`config.mk`:
```
export PLATFORM = sky130hd
export DESIGN_NAME = uart_receiver
export DESIGN_NICKNAME = d
export VERILOG_FILES = /design/src/rtl/riscy_uart_pkg.sv /design/src/rtl/uart_rx_fifo.sv /design/src/rtl/uart_receiver.sv
export SDC_FILE = /design/constraint.sdc
export NUM_CORES = 1
export LEC_CHECK = 0
export ABC_CLOCK_PERIOD_IN_PS = 5240
export BUFFER_PORTS_ARGS = -buffer_cell sky130_fd_sc_hd__buf_2
export CAP_MARGIN = 15
export CORE_MARGIN = 2
export CORE_UTILIZATION = 35
export CTS_BUF_LIST = sky130_fd_sc_hd__clkbuf_4 sky130_fd_sc_hd__clkbuf_8
export DETAILED_ROUTE_END_ITERATION = 8
export GPL_TIMING_DRIVEN = 0
export HOLD_SLACK_MARGIN = 0.05
export PLACE_DENSITY = 0.52
export SYNTH_ARGS = -nofsm -noshare
export SYNTH_HDL_FRONTEND = slang
export SYNTH_SLANG_ARGS = --single-unit
```
`constraint.sdc`:
```
create_clock -name clk -period 5.24 [get_ports clk]
set_input_delay 0.524 -clock clk [delete_from_list [all_inputs] [get_ports clk]]
set_output_delay 0.524 -clock clk [all_outputs]
set_load 0.005 [all_outputs]
```
`src/rtl/riscy_uart_pkg.sv`:
```
// Shared UART definitions for the receive and transmit paths.
// The optional UART_RX_PARITY_EN build adds the StParity state to the receiver.
package riscy_uart_pkg;

    localparam int unsigned UART_DATA_W = 8;

    typedef enum logic [2:0] {
        StIdle,
        StStart,
        StData,
        StParity,
        StStop
    } uart_rx_state_e;

endpackage

```
`src/rtl/uart_rx_fifo.sv`:
```
// Show-ahead receive FIFO: the head entry sits on rdata_o while the FIFO is non-empty.
// A pop and a push in the same cycle are both accepted when the FIFO is full.
module uart_rx_fifo
    import riscy_uart_pkg::*;
#(
    parameter int unsigned DEPTH = 16
) (
    input  logic                   clk_i,
    input  logic                   rst_ni,
    input  logic                   push_i,
    input  logic [UART_DATA_W-1:0] wdata_i,
    input  logic                   pop_i,
    output logic [UART_DATA_W-1:0] rdata_o,
    output logic                   full_o,
    output logic                   empty_o,
    output logic [$clog2(DEPTH):0] level_o
);

    localparam int unsigned AW = $clog2(DEPTH);
    localparam int unsigned LW = AW + 1;
    localparam logic [AW:0] FullLvl = DEPTH[AW:0];

    logic [UART_DATA_W-1:0] mem_q [DEPTH];
    logic [AW-1:0]          wr_ptr_q;
    logic [AW-1:0]          rd_ptr_q;
    logic [AW:0]            level_q;
    logic [AW:0]            level_d;
    logic                   push_ok;
    logic                   pop_ok;

    assign empty_o = (level_q == '0);
    assign full_o  = (level_q == FullLvl);
    assign level_o = level_q;
    assign pop_ok  = pop_i && !empty_o;
    assign push_ok = push_i && (!full_o || pop_ok);
    assign rdata_o = empty_o ? '0 : mem_q[rd_ptr_q];

    always_comb begin
        level_d = level_q;
        if (push_ok && !pop_ok) begin
            level_d = level_q + LW'(1);
        end else if (!push_ok && pop_ok) begin
            level_d = level_q - LW'(1);
        end
    end

    always_ff @(posedge clk_i or negedge rst_ni) begin
        if (!rst_ni) begin
            wr_ptr_q <= '0;
            rd_ptr_q <= '0;
            level_q  <= '0;
        end else begin
            if (push_ok) wr_ptr_q <= wr_ptr_q + AW'(1);
            if (pop_ok)  rd_ptr_q <= rd_ptr_q + AW'(1);
            level_q <= level_d;
        end
    end

    // Storage needs no reset: entries are only visible once written.
    always_ff @(posedge clk_i) begin
        if (push_ok) mem_q[wr_ptr_q] <= wdata_i;
    end

endmodule

```
`src/rtl/uart_receiver.sv`:
```
// 8N1 serial receiver feeding a show-ahead FIFO, with sticky framing and overrun flags.
// Define UART_RX_PARITY_EN to receive 8E1 frames (even parity checked before the stop bit).
module uart_receiver
    import riscy_uart_pkg::*;
#(
    parameter int unsigned CLKS_PER_BIT = 234,
    parameter int unsigned FIFO_DEPTH   = 16
) (
    input  logic                        clk,
    input  logic                        resetn,
    input  logic                        uart_rx,
    input  logic                        rd_en,
    output logic [UART_DATA_W-1:0]      rd_data,
    output logic                        rx_valid,
    output logic [$clog2(FIFO_DEPTH):0] rx_level,
    output logic                        frame_err,
    output logic                        overrun,
    input  logic                        clr_err
);

    localparam int unsigned CntW = $clog2(CLKS_PER_BIT);
    localparam logic [CntW-1:0] HalfLoad = CntW'(CLKS_PER_BIT / 2 - 1);
    localparam logic [CntW-1:0] BitLoad  = CntW'(CLKS_PER_BIT - 1);

    logic [1:0]             sync_q;
    logic                   rx_s;
    uart_rx_state_e         state_q;
    logic [CntW-1:0]        cnt_q;
    logic [2:0]             bit_idx_q;
    logic [UART_DATA_W-1:0] shift_q;
    logic                   frame_err_q;
    logic                   overrun_q;
    logic                   cnt_done;
    logic                   stop_sample;
    logic                   frame_ok;
    logic                   push;
    logic                   fifo_full;
    logic                   fifo_empty;

    always_ff @(posedge clk or negedge resetn) begin
        if (!resetn) begin
            sync_q <= 2'b11;
        end else begin
            sync_q <= {sync_q[0], uart_rx};
        end
    end

    assign rx_s        = sync_q[1];
    assign cnt_done    = (cnt_q == '0);
    assign stop_sample = (state_q == StStop) && cnt_done;

`ifdef UART_RX_PARITY_EN
    logic par_err_q;
    assign frame_ok = rx_s && !par_err_q;
`else
    assign frame_ok = rx_s;
`endif

    // The byte enters the FIFO on the stop-sample edge itself.
    assign push = stop_sample && frame_ok;

    always_ff @(posedge clk or negedge resetn) begin
        if (!resetn) begin
            state_q   <= StIdle;
            cnt_q     <= '0;
            bit_idx_q <= '0;
            shift_q   <= '0;
`ifdef UART_RX_PARITY_EN
            par_err_q <= 1'b0;
`endif
        end else begin
            unique case (state_q)
                StIdle: begin
                    if (!rx_s) begin
                        state_q <= StStart;
                        cnt_q   <= HalfLoad;
                    end
                end
                StStart: begin
                    if (!cnt_done) begin
                        cnt_q <= cnt_q - CntW'(1);
                    end else if (rx_s) begin
                        state_q <= StIdle;
                    end else begin
                        state_q   <= StData;
                        cnt_q     <= BitLoad;
                        bit_idx_q <= '0;
                    end
                end
                StData: begin
                    if (!cnt_done) begin
                        cnt_q <= cnt_q - CntW'(1);
                    end else begin
                        shift_q   <= {rx_s, shift_q[UART_DATA_W-1:1]};
                        cnt_q     <= BitLoad;
                        bit_idx_q <= bit_idx_q + 3'd1;
                        if (bit_idx_q == 3'd7) begin
`ifdef UART_RX_PARITY_EN
                            state_q <= StParity;
`else
                            state_q <= StStop;
`endif
                        end
                    end
                end
`ifdef UART_RX_PARITY_EN
                StParity: begin
                    if (!cnt_done) begin
                        cnt_q <= cnt_q - CntW'(1);
                    end else begin
                        par_err_q <= (rx_s != ^shift_q);
                        cnt_q     <= BitLoad;
                        state_q   <= StStop;
                    end
                end
`endif
                StStop: begin
                    if (!cnt_done) begin
                        cnt_q <= cnt_q - CntW'(1);
                    end else begin
                        state_q <= StIdle;
                    end
                end
                default: state_q <= StIdle;
            endcase
        end
    end

    // Clear first so a same-cycle error event wins.
    always_ff @(posedge clk or negedge resetn) begin
        if (!resetn) begin
            frame_err_q <= 1'b0;
            overrun_q   <= 1'b0;
        end else begin
            if (clr_err) begin
                frame_err_q <= 1'b0;
                overrun_q   <= 1'b0;
            end
            if (stop_sample && !frame_ok) frame_err_q <= 1'b1;
            if (push && fifo_full && !rd_en) overrun_q <= 1'b1;
        end
    end

    assign frame_err = frame_err_q;
    assign overrun   = overrun_q;
    assign rx_valid  = !fifo_empty;

    uart_rx_fifo #(
        .DEPTH(FIFO_DEPTH)
    ) u_fifo (
        .clk_i  (clk),
        .rst_ni (resetn),
        .push_i (push),
        .wdata_i(shift_q),
        .pop_i  (rd_en),
        .rdata_o(rd_data),
        .full_o (fifo_full),
        .empty_o(fifo_empty),
        .level_o(rx_level)
    );

endmodule

```
==> impl_metrics.py, run 1 <==
metrics = {
    "floorplanning": {
        "initial_core_utilization_pct": 35.6,
        "core_area_sq_mm": 0.0202,
        "floorplan.die.width_um": 147,
        "die_area_sq_mm": 0.0217,
        "dieHeight_um": 147,
        "ios": 21,
        "floorplan.rows": 52,
    },
    "critical_path": {
        "setup.reg_to_reg.worst_slack_ns": 2.00,
        "critical_path_class": "flip-flop to output pin",
        "reg2reg_depth": 12,
        "crit_arrival_ns": 2.73,
        "regToRegEndpoint": "u_fifo.level_o[4]",
        "critPathMaxFanout": 10,
        "critPathRequiredTime_ns": 4.72,
        "endpoint_kind": "output pin",
        "worst_r2r_startpoint": "cnt_q[0]",
        "critPathLaunchType": "flip-flop",
    },
    "clocking": {
        "numCtsBuffers": 17,
        "cts_hold_buf": 0,
        "worst_skew_pair.late_latency_ns": 0.46,
        "clk_path_buf_depth": 2,
        "cts-resized-gates": 0,
        "cts.sinks": 167,
        "h-tree-depth": 4,
        "clkTransAtPathRegs_ns": 0.09,
        "tritoncts": "yes",
        "cts_post_setup_buffers_inserted": 0,
        "library_cell_used_as_clock_root_buffer": "sky130_fd_sc_hd__clkbuf_8",
    },
    "sta": {
        "fin_crit_sh_pct": 62.2,
        "tightest_slew_ns": 0.924,
        "final-max-slew-violation-count": 0,
        "min_clock_period_post_route_ns": 3.26,
        "setup_viol_count_final": 0,
        "max_freq_ghz": 0.307,
        "unrepaired_setup_endpoints_after_global_routing": "no",
        "hold_fails_final_rpt": 0,
        "finalSetupTns_ns": 0,
        "slew-limit-headroom_pct": 38.4,
        "finalClockSkew_ns": 0.0114,
    },
    "cells_and_area": {
        "nNetsFinal": 462,
        "final.fill_count": 1885,
        "seqCellArea_sq_mm": 0.00482,
        "diodes": 0,
        "multiInputGateArea_sq_mm": 0.00223,
        "layout-area-overhead-vs-synth_pct": 11.1,
        "layout-drive-gt1-share_pct": 26.8,
    },
    "placed_design": {
        "hpwlAfterDp_mm": 9.46,
        "finalWeightedCongestion": 0.789,
        "buffer_ports.inserted": 20,
    },
    "pwr": {
        "share_seq_of_total_power_pct": 51.9,
        "fin_total_pwr_mw": 2.86,
        "p_int_mw": 2.02,
        "power_per_cell_area_mw_per_mm2": 358,
        "net-switching-power_mw": 0.833,
        "comb_power_share_pct": 18.6,
        "total_leakage_power_nw": 3.15,
        "peak_supply_drop_v": 0.000211,
        "sw_frac_of_total_pct": 29.2,
        "power.share.clock_pct": 29.5,
    },
    "min_path": {
        "worstHoldPathType": "input port to flip-flop",
        "end_of_the_worst_hold_path": "sync_q[0]",
        "worstHoldPathCells": 1,
        "hp-start": "uart_rx",
    },
    "global_routing": {
        "number_of_global_route_vias_before_repair": 3786,
        "grt_pass1_wl_mm": 22.5,
        "maximum_number_of_pins_on_one_net_before_global_route_repair": 40,
        "initial_antenna_violation_count": 0,
        "grt_util_all_layers_pct": 14.3,
        "grt-ovfl-total": 0,
    },
    "yosys": {
        "synth_cell_type_count": 66,
        "synth_top_cells_by_area": "sky130_fd_sc_hd__edfxtp_1 54%, sky130_fd_sc_hd__dfrtp_1 13%, sky130_fd_sc_hd__mux4_2 10%, sky130_fd_sc_hd__mux2i_1 2.5%, sky130_fd_sc_hd__ha_1 2.3%",
        "synth_sequential_area_ratio_pct": 67.2,
        "async_reset_ff_share_pct": 23.4,
        "mappedNetlistArea_sq_mm": 0.00718,
        "ys_seq_elements": 167,
        "postSynthAreaPerCell_sq_um": 17.8,
        "synth.most_common_cell": "sky130_fd_sc_hd__edfxtp_1",
        "yosys_warnings": 0,
        "yosys.area.top_type_share_pct": 53.5,
        "postSynthCellCount": 404,
        "synth_ff_type": "sky130_fd_sc_hd__edfxtp_1",
        "synth_enable_flop_cells": 128,
        "top_cells_by_count_synth": "128 x sky130_fd_sc_hd__edfxtp_1, 37 x sky130_fd_sc_hd__dfrtp_1, 32 x sky130_fd_sc_hd__mux4_2, 18 x sky130_fd_sc_hd__mux2i_1, 13 x sky130_fd_sc_hd__ha_1",
        "synthDominantAreaCellType": "sky130_fd_sc_hd__edfxtp_1",
        "syn_nets": 423,
    },
    "routing": {
        "detail-route-antenna-nets": 0,
        "routed_wl_mm": 14.5,
        "routed-via-count": 3688,
        "initialDrtViolationCount": 259,
        "via_per_inst": 5.08,
        "detail_route.first_pass.iterations": 4,
        "mean_routed_wirelength_per_cell_um": 19.9,
        "drc": 0,
    },
    "flow_run": {
        "drv_cap": 0,
    },
    "run_status": {
        "status": "completed",
    },
}
[metal layers]
metal | part of all wire (%) | track usage (%) | vias to the layer above | routed length, um
li1 | - | - | 1683 | -
met1 | 46 | 19.7 | 1935 | 6720
met2 | 48 | 22.3 | 58 | 6970
met3 | 4.3 | 3.66 | 12 | 618
met4 | 1.1 | 4.38 | 0 | 157
met5 | 0 | 0 | - | 0
[how the worst max path moves through the flow]
| stage | to | start | slack, ns |
|---|---|---|---|
| 6_report | rd_data[6] | u_fifo.rd_ptr_q[1] | 1.98 |
| 5_1_grt | u_fifo.level_o[4] | cnt_q[0] | 1.72 |
| 4_1_cts | rd_data[3] | u_fifo.rd_ptr_q[1] | 1.91 |
| 2_1_floorplan | u_fifo.level_o[4] | cnt_q[0] | 2.48 |
| 3_3_place_gp | u_fifo.level_o[4] | cnt_q[0] | 2.06 |
| 3_5_place_dp | u_fifo.level_o[4] | cnt_q[0] | 2.04 |
[power by group through the flow]
stage	registers, mW	clock network (mW)	logic [mW]
2_1_floorplan	1.51	0	0.394
3_3_place_gp	1.51	0	0.543
3_5_place_dp	1.51	0	0.544
4_1_cts	1.48	0.865	0.547
5_1_grt	1.49	0.918	0.586
6_report	1.48	0.841	0.532
[sequential cells by signal, summed over array words and instances (netlist names)]
| name | cells |
|---|---|
| overrun | 1 |
| state_q | 3 |
| cnt_q | 8 |
| u_fifo.mem_q | 128 |
| shift_q | 8 |
| frame_err | 1 |
| sync_q | 2 |
| u_fifo.level_o | 5 |
| u_fifo.wr_ptr_q | 4 |
| u_fifo.rd_ptr_q | 4 |
| bit_idx_q | 3 |
[cells by family (layout without fill, tap and decap cells)]
group,count (synthesis),count (layout),synth area share (%)
buffers and inverters,29,81,1.69
muxes,61,61,14.7
and+or+nand+nor,77,77,8.07
adders and majority gates,14,14,2.54
DFF,167,167,67.2
AOI/OAI and AO/OA,45,45,4.48
xor gates and xnor gates,11,11,1.34
[cell usage in the layout, fill, tap and decap left out, types with 3 or more instances in the layout]
master,Yosys,routed
sky130_fd_sc_hd__a22oi_1,4,4
sky130_fd_sc_hd__o21ai_0,5,5
sky130_fd_sc_hd__nor3_2,3,3
sky130_fd_sc_hd__ha_1,13,13
sky130_fd_sc_hd__xnor2_1,7,7
sky130_fd_sc_hd__mux2_4,8,8
sky130_fd_sc_hd__o2bb2ai_1,5,5
sky130_fd_sc_hd__inv_1,12,12
sky130_fd_sc_hd__o22ai_1,10,10
sky130_fd_sc_hd__nand3_1,5,5
sky130_fd_sc_hd__nor3_1,3,3
sky130_fd_sc_hd__clkinv_4,0,4
sky130_fd_sc_hd__mux2i_1,18,18
sky130_fd_sc_hd__edfxtp_1,128,128
sky130_fd_sc_hd__dfrtp_1,37,37
sky130_fd_sc_hd__a21oi_1,6,6
sky130_fd_sc_hd__nor2_1,6,6
sky130_fd_sc_hd__and4_1,5,5
sky130_fd_sc_hd__xor2_1,4,4
sky130_fd_sc_hd__mux4_2,32,32
sky130_fd_sc_hd__nor3b_1,3,3
sky130_fd_sc_hd__nand2_1,10,10
sky130_fd_sc_hd__clkinvlp_4,0,3
sky130_fd_sc_hd__clkbuf_8,0,17
sky130_fd_sc_hd__clkbuf_1,8,8
sky130_fd_sc_hd__inv_8,0,3
sky130_fd_sc_hd__nand2b_1,4,4
sky130_fd_sc_hd__and2_1,12,12
sky130_fd_sc_hd__buf_2,7,27
[critical path, stage by stage (launching register included)]
cell,delay [ns]
sky130_fd_sc_hd__dfrtp_1,0.35
sky130_fd_sc_hd__clkbuf_1,0.33
sky130_fd_sc_hd__clkbuf_1,0.54
sky130_fd_sc_hd__mux4_2,0.40
sky130_fd_sc_hd__mux2i_1,0.29
sky130_fd_sc_hd__o22ai_1,0.20
sky130_fd_sc_hd__buf_2,0.17
[area by class of cell]
type                       count  share of cell area (%)
inverter                      12                   0.565
sequential                   167                    60.5
clock buffer                  18                    3.03
tap                          270                    4.24
clock inverter                14                    1.47
multi-input combinational    208                    28.0
buffer                        17                   0.957
timing repair buffer          20                    1.26
[metrics by stage]
stage | area, sq um | util (%) | hold slack, ns | setup slack [ns] | std cells
floorplan | 7180 | - | 0.228 | 2.48 | 404
global placement | 7620 | 37.8 | 0.349 | 2.06 | 694
detailed placement | 7620 | 37.8 | 0.350 | 2.04 | 694
CTS | 7980 | 39.5 | 0.122 | 1.91 | 726
global route | 7980 | 39.5 | 0.119 | 1.72 | 726
finish | 7980 | 39.5 | 0.153 | 1.98 | 726
(Power assumes the default switching activity.)
==> run 2: changes to the inputs <==
--- a/config.mk
+++ b/config.mk
@@ -5,7 +5,7 @@
 export SDC_FILE = /design/constraint.sdc
 export NUM_CORES = 1
 export LEC_CHECK = 0
-export ABC_CLOCK_PERIOD_IN_PS = 5240
+export ABC_CLOCK_PERIOD_IN_PS = 2800
 export BUFFER_PORTS_ARGS = -buffer_cell sky130_fd_sc_hd__buf_2
 export CAP_MARGIN = 15
 export CORE_MARGIN = 2
@@ -14,7 +14,7 @@
 export DETAILED_ROUTE_END_ITERATION = 8
 export GPL_TIMING_DRIVEN = 0
 export HOLD_SLACK_MARGIN = 0.05
-export PLACE_DENSITY = 0.52
+export PLACE_DENSITY = 0.54
 export SYNTH_ARGS = -nofsm -noshare
 export SYNTH_HDL_FRONTEND = slang
 export SYNTH_SLANG_ARGS = --single-unit
==> constraint.sdc (replaced) <==
create_clock -name clk -period 2.8 [get_ports clk]
set_input_delay 0.28 -clock clk [delete_from_list [all_inputs] [get_ports clk]]
set_output_delay 0.28 -clock clk [all_outputs]
set_load 0.005 [all_outputs]
==> run 2 against run 1 <==
Compared with the run above: cell area grew 2.4%; critical endpoint is now rd_data[0]; sequential share of layout area decreased by 1.4 points; utilization increased by 0.94 points; cell count increased by 0.69%; sequential power is 91% higher; setup slack lost 1.8 ns; flip-flop and latch count did not move; register-to-register slack got worse by 1.8 ns; combinational power rose by 80%.
==> impl_metrics.py, run 2 (synthesis gave the netlist of run 1 again) <==
metrics = {
    "run_status": {
        "status": "completed",
    },
    "clocking": {
        "numCtsBuffers": 17,
        "clk_path_buf_depth": 2,
        "library_cell_used_as_clock_root_buffer": "sky130_fd_sc_hd__clkbuf_8",
        "clkTransAtPathRegs_ns": 0.09,
        "cts.sinks": 167,
        "tritoncts": "yes",
        "worst_skew_pair.late_latency_ns": 0.45,
        "h-tree-depth": 4,
    },
    "routing": {
        "mean_routed_wirelength_per_cell_um": 19.9,
        "routed-via-count": 3730,
        "via_per_inst": 5.10,
        "detail-route-antenna-nets": 0,
        "drc": 0,
        "detail_route.first_pass.iterations": 4,
        "routed_wl_mm": 14.5,
        "initialDrtViolationCount": 253,
    },
    "cells_and_area": {
        "top_library_cells_by_usage_in_the_layout_fill_and_taps_aside": "128 x sky130_fd_sc_hd__edfxtp_1, 36 x sky130_fd_sc_hd__dfrtp_1, 32 x sky130_fd_sc_hd__mux4_2, 25 x sky130_fd_sc_hd__buf_2, 18 x sky130_fd_sc_hd__mux2i_1",
        "seqCellArea_sq_mm": 0.00482,
        "final-instance-count-excl-fill": 731,
        "summed_area_of_non_filler_cells_in_the_final_layout_sq_mm": 0.00816,
        "layout-drive-gt1-share_pct": 30.6,
        "max_flop_register": "u_fifo.mem_q",
        "largest_register_ffs": 128,
        "nNetsFinal": 467,
        "diodes": 0,
        "final_common_cell": "sky130_fd_sc_hd__edfxtp_1",
        "layout-area-overhead-vs-synth_pct": 13.7,
        "final.fill_count": 1886,
        "multiInputGateArea_sq_mm": 0.00227,
        "reg_top3": "u_fifo.mem_q x128, cnt_q x8, shift_q x8",
    },
    "global_routing": {
        "maximum_number_of_pins_on_one_net_before_global_route_repair": 40,
        "grt-ovfl-total": 0,
        "initial_antenna_violation_count": 0,
        "grt_pass1_wl_mm": 23.1,
        "grt_util_all_layers_pct": 14.4,
        "number_of_global_route_vias_before_repair": 3860,
    },
    "critical_path": {
        "worst_r2r_startpoint": "cnt_q[1]",
        "critPathMaxFanout": 10,
        "endpoint_kind": "output pin",
        "reg2reg_depth": 12,
        "critical_path_class": "flip-flop to output pin",
        "endpoint": "rd_data[0]",
        "regToRegEndpoint": "u_fifo.level_o[4]",
        "setup.reg_to_reg.worst_slack_ns": 0.21,
        "crit_arrival_ns": 2.33,
        "critPathRequiredTime_ns": 2.52,
        "critPathLaunchType": "flip-flop",
        "worstSetupStartpoint": "u_fifo.rd_ptr_q[0]",
    },
    "placed_design": {
        "buffer_ports.inserted": 20,
        "placedCellCount": 694,
        "finalWeightedCongestion": 0.768,
        "hpwlAfterDp_mm": 9.47,
        "dpl-instance-area_sq_mm": 0.00762,
    },
    "floorplanning": {
        "floorplan.rows": 52,
        "core_area_sq_mm": 0.0202,
        "floorplan.die.width_um": 147,
        "die_area_sq_mm": 0.0217,
        "dieHeight_um": 147,
        "ios": 21,
        "initial_core_utilization_pct": 35.6,
    },
    "sta": {
        "hold_ws_ns": 0.158,
        "fin_crit_sh_pct": 93.2,
        "min_clock_period_post_route_ns": 2.61,
        "finalClockSkew_ns": 0.0158,
        "slew-limit-headroom_pct": 39.3,
        "setup_viol_count_final": 0,
        "final-max-slew-violation-count": 0,
        "finalSetupTns_ns": 0,
        "tightest_slew_ns": 0.911,
        "unrepaired_setup_endpoints_after_global_routing": "no",
        "hold_fails_final_rpt": 0,
        "max_freq_ghz": 0.383,
    },
    "pwr": {
        "power_per_cell_area_mw_per_mm2": 691,
        "total_leakage_power_nw": 3.22,
        "peak_supply_drop_v": 0.000344,
    },
    "min_path": {
        "worstHoldPathType": "input port to flip-flop",
    },
    "flow_run": {
        "drv_cap": 0,
    },
}
==> run 2: how the worst min path moves through the flow <==
stage,slack (ns),to,cells after the start,start
2_1_floorplan,-0.02,bit_idx_q[0],0,resetn
3_3_place_gp,0.35,sync_q[1],0,sync_q[0]
3_5_place_dp,0.35,sync_q[1],0,sync_q[0]
4_1_cts,0.12,u_fifo.rd_ptr_q[2],3,rd_en
5_1_grt,0.14,u_fifo.rd_ptr_q[2],3,rd_en
6_report,0.16,u_fifo.rd_ptr_q[2],3,rd_en
==> run 2: metal layers <==
metal  wire length (um)  GRT usage (%)  part of all wire (%)  up-vias
met4                 95           3.75                  0.65        0
met5                  0              0                     0        -
met2               7130           22.6                    49       66
met1               6650           20.4                    46     1960
met3                640           3.04                   4.4        8
li1                   -              -                     -     1696
==> run 2: critical path, stage by stage (launching register included) <==
cell and delay, ns:
sky130_fd_sc_hd__dfrtp_1 0.35, sky130_fd_sc_hd__buf_2 0.26, sky130_fd_sc_hd__buf_6 0.23, sky130_fd_sc_hd__mux4_2 0.56, sky130_fd_sc_hd__mux2i_1 0.21, sky130_fd_sc_hd__o22ai_1 0.13
sky130_fd_sc_hd__buf_2 0.15
==> run 2: area by class of cell <==
class,count,area share [%]
Tap cell,270,4.14
Clock buffer,18,2.96
Timing Repair Buffer,28,2.05
Sequential cell,167,59.1
Inverter,12,0.552
Clock inverter,14,2.28
Buffer,14,1.07
Multi-Input combinational cell,208,27.9
==> run 2: stage by stage <==
| stage | total power, mW | utilization [%] | setup WS, ns |
|---|---|---|---|
| floorplan | 3.56 | - | 0.0438 |
| global placement | 3.83 | 37.8 | -0.288 |
| detailed placement | 3.83 | 37.8 | -0.295 |
| CTS | 5.70 | 40.3 | 0.0179 |
| global route | 5.94 | 40.5 | 0.00649 |
| finish | 5.64 | 40.5 | 0.190 |
==> run 2: what timing repair did <==
item	in CTS	in global routing
pin swaps	2	2
hold endpoints to repair	40	0
hold buffers	3	0
setup endpoints to repair	10	9
gates resized for setup	9	13
buffers inserted	3	2
==> run 2: power by group <==
part           internal, mW  switching (mW)  total (mW)
registers              2.71           0.125        2.83
clock network         0.920           0.931        1.85
logic                 0.464           0.496       0.959
total                  4.09            1.55        5.64
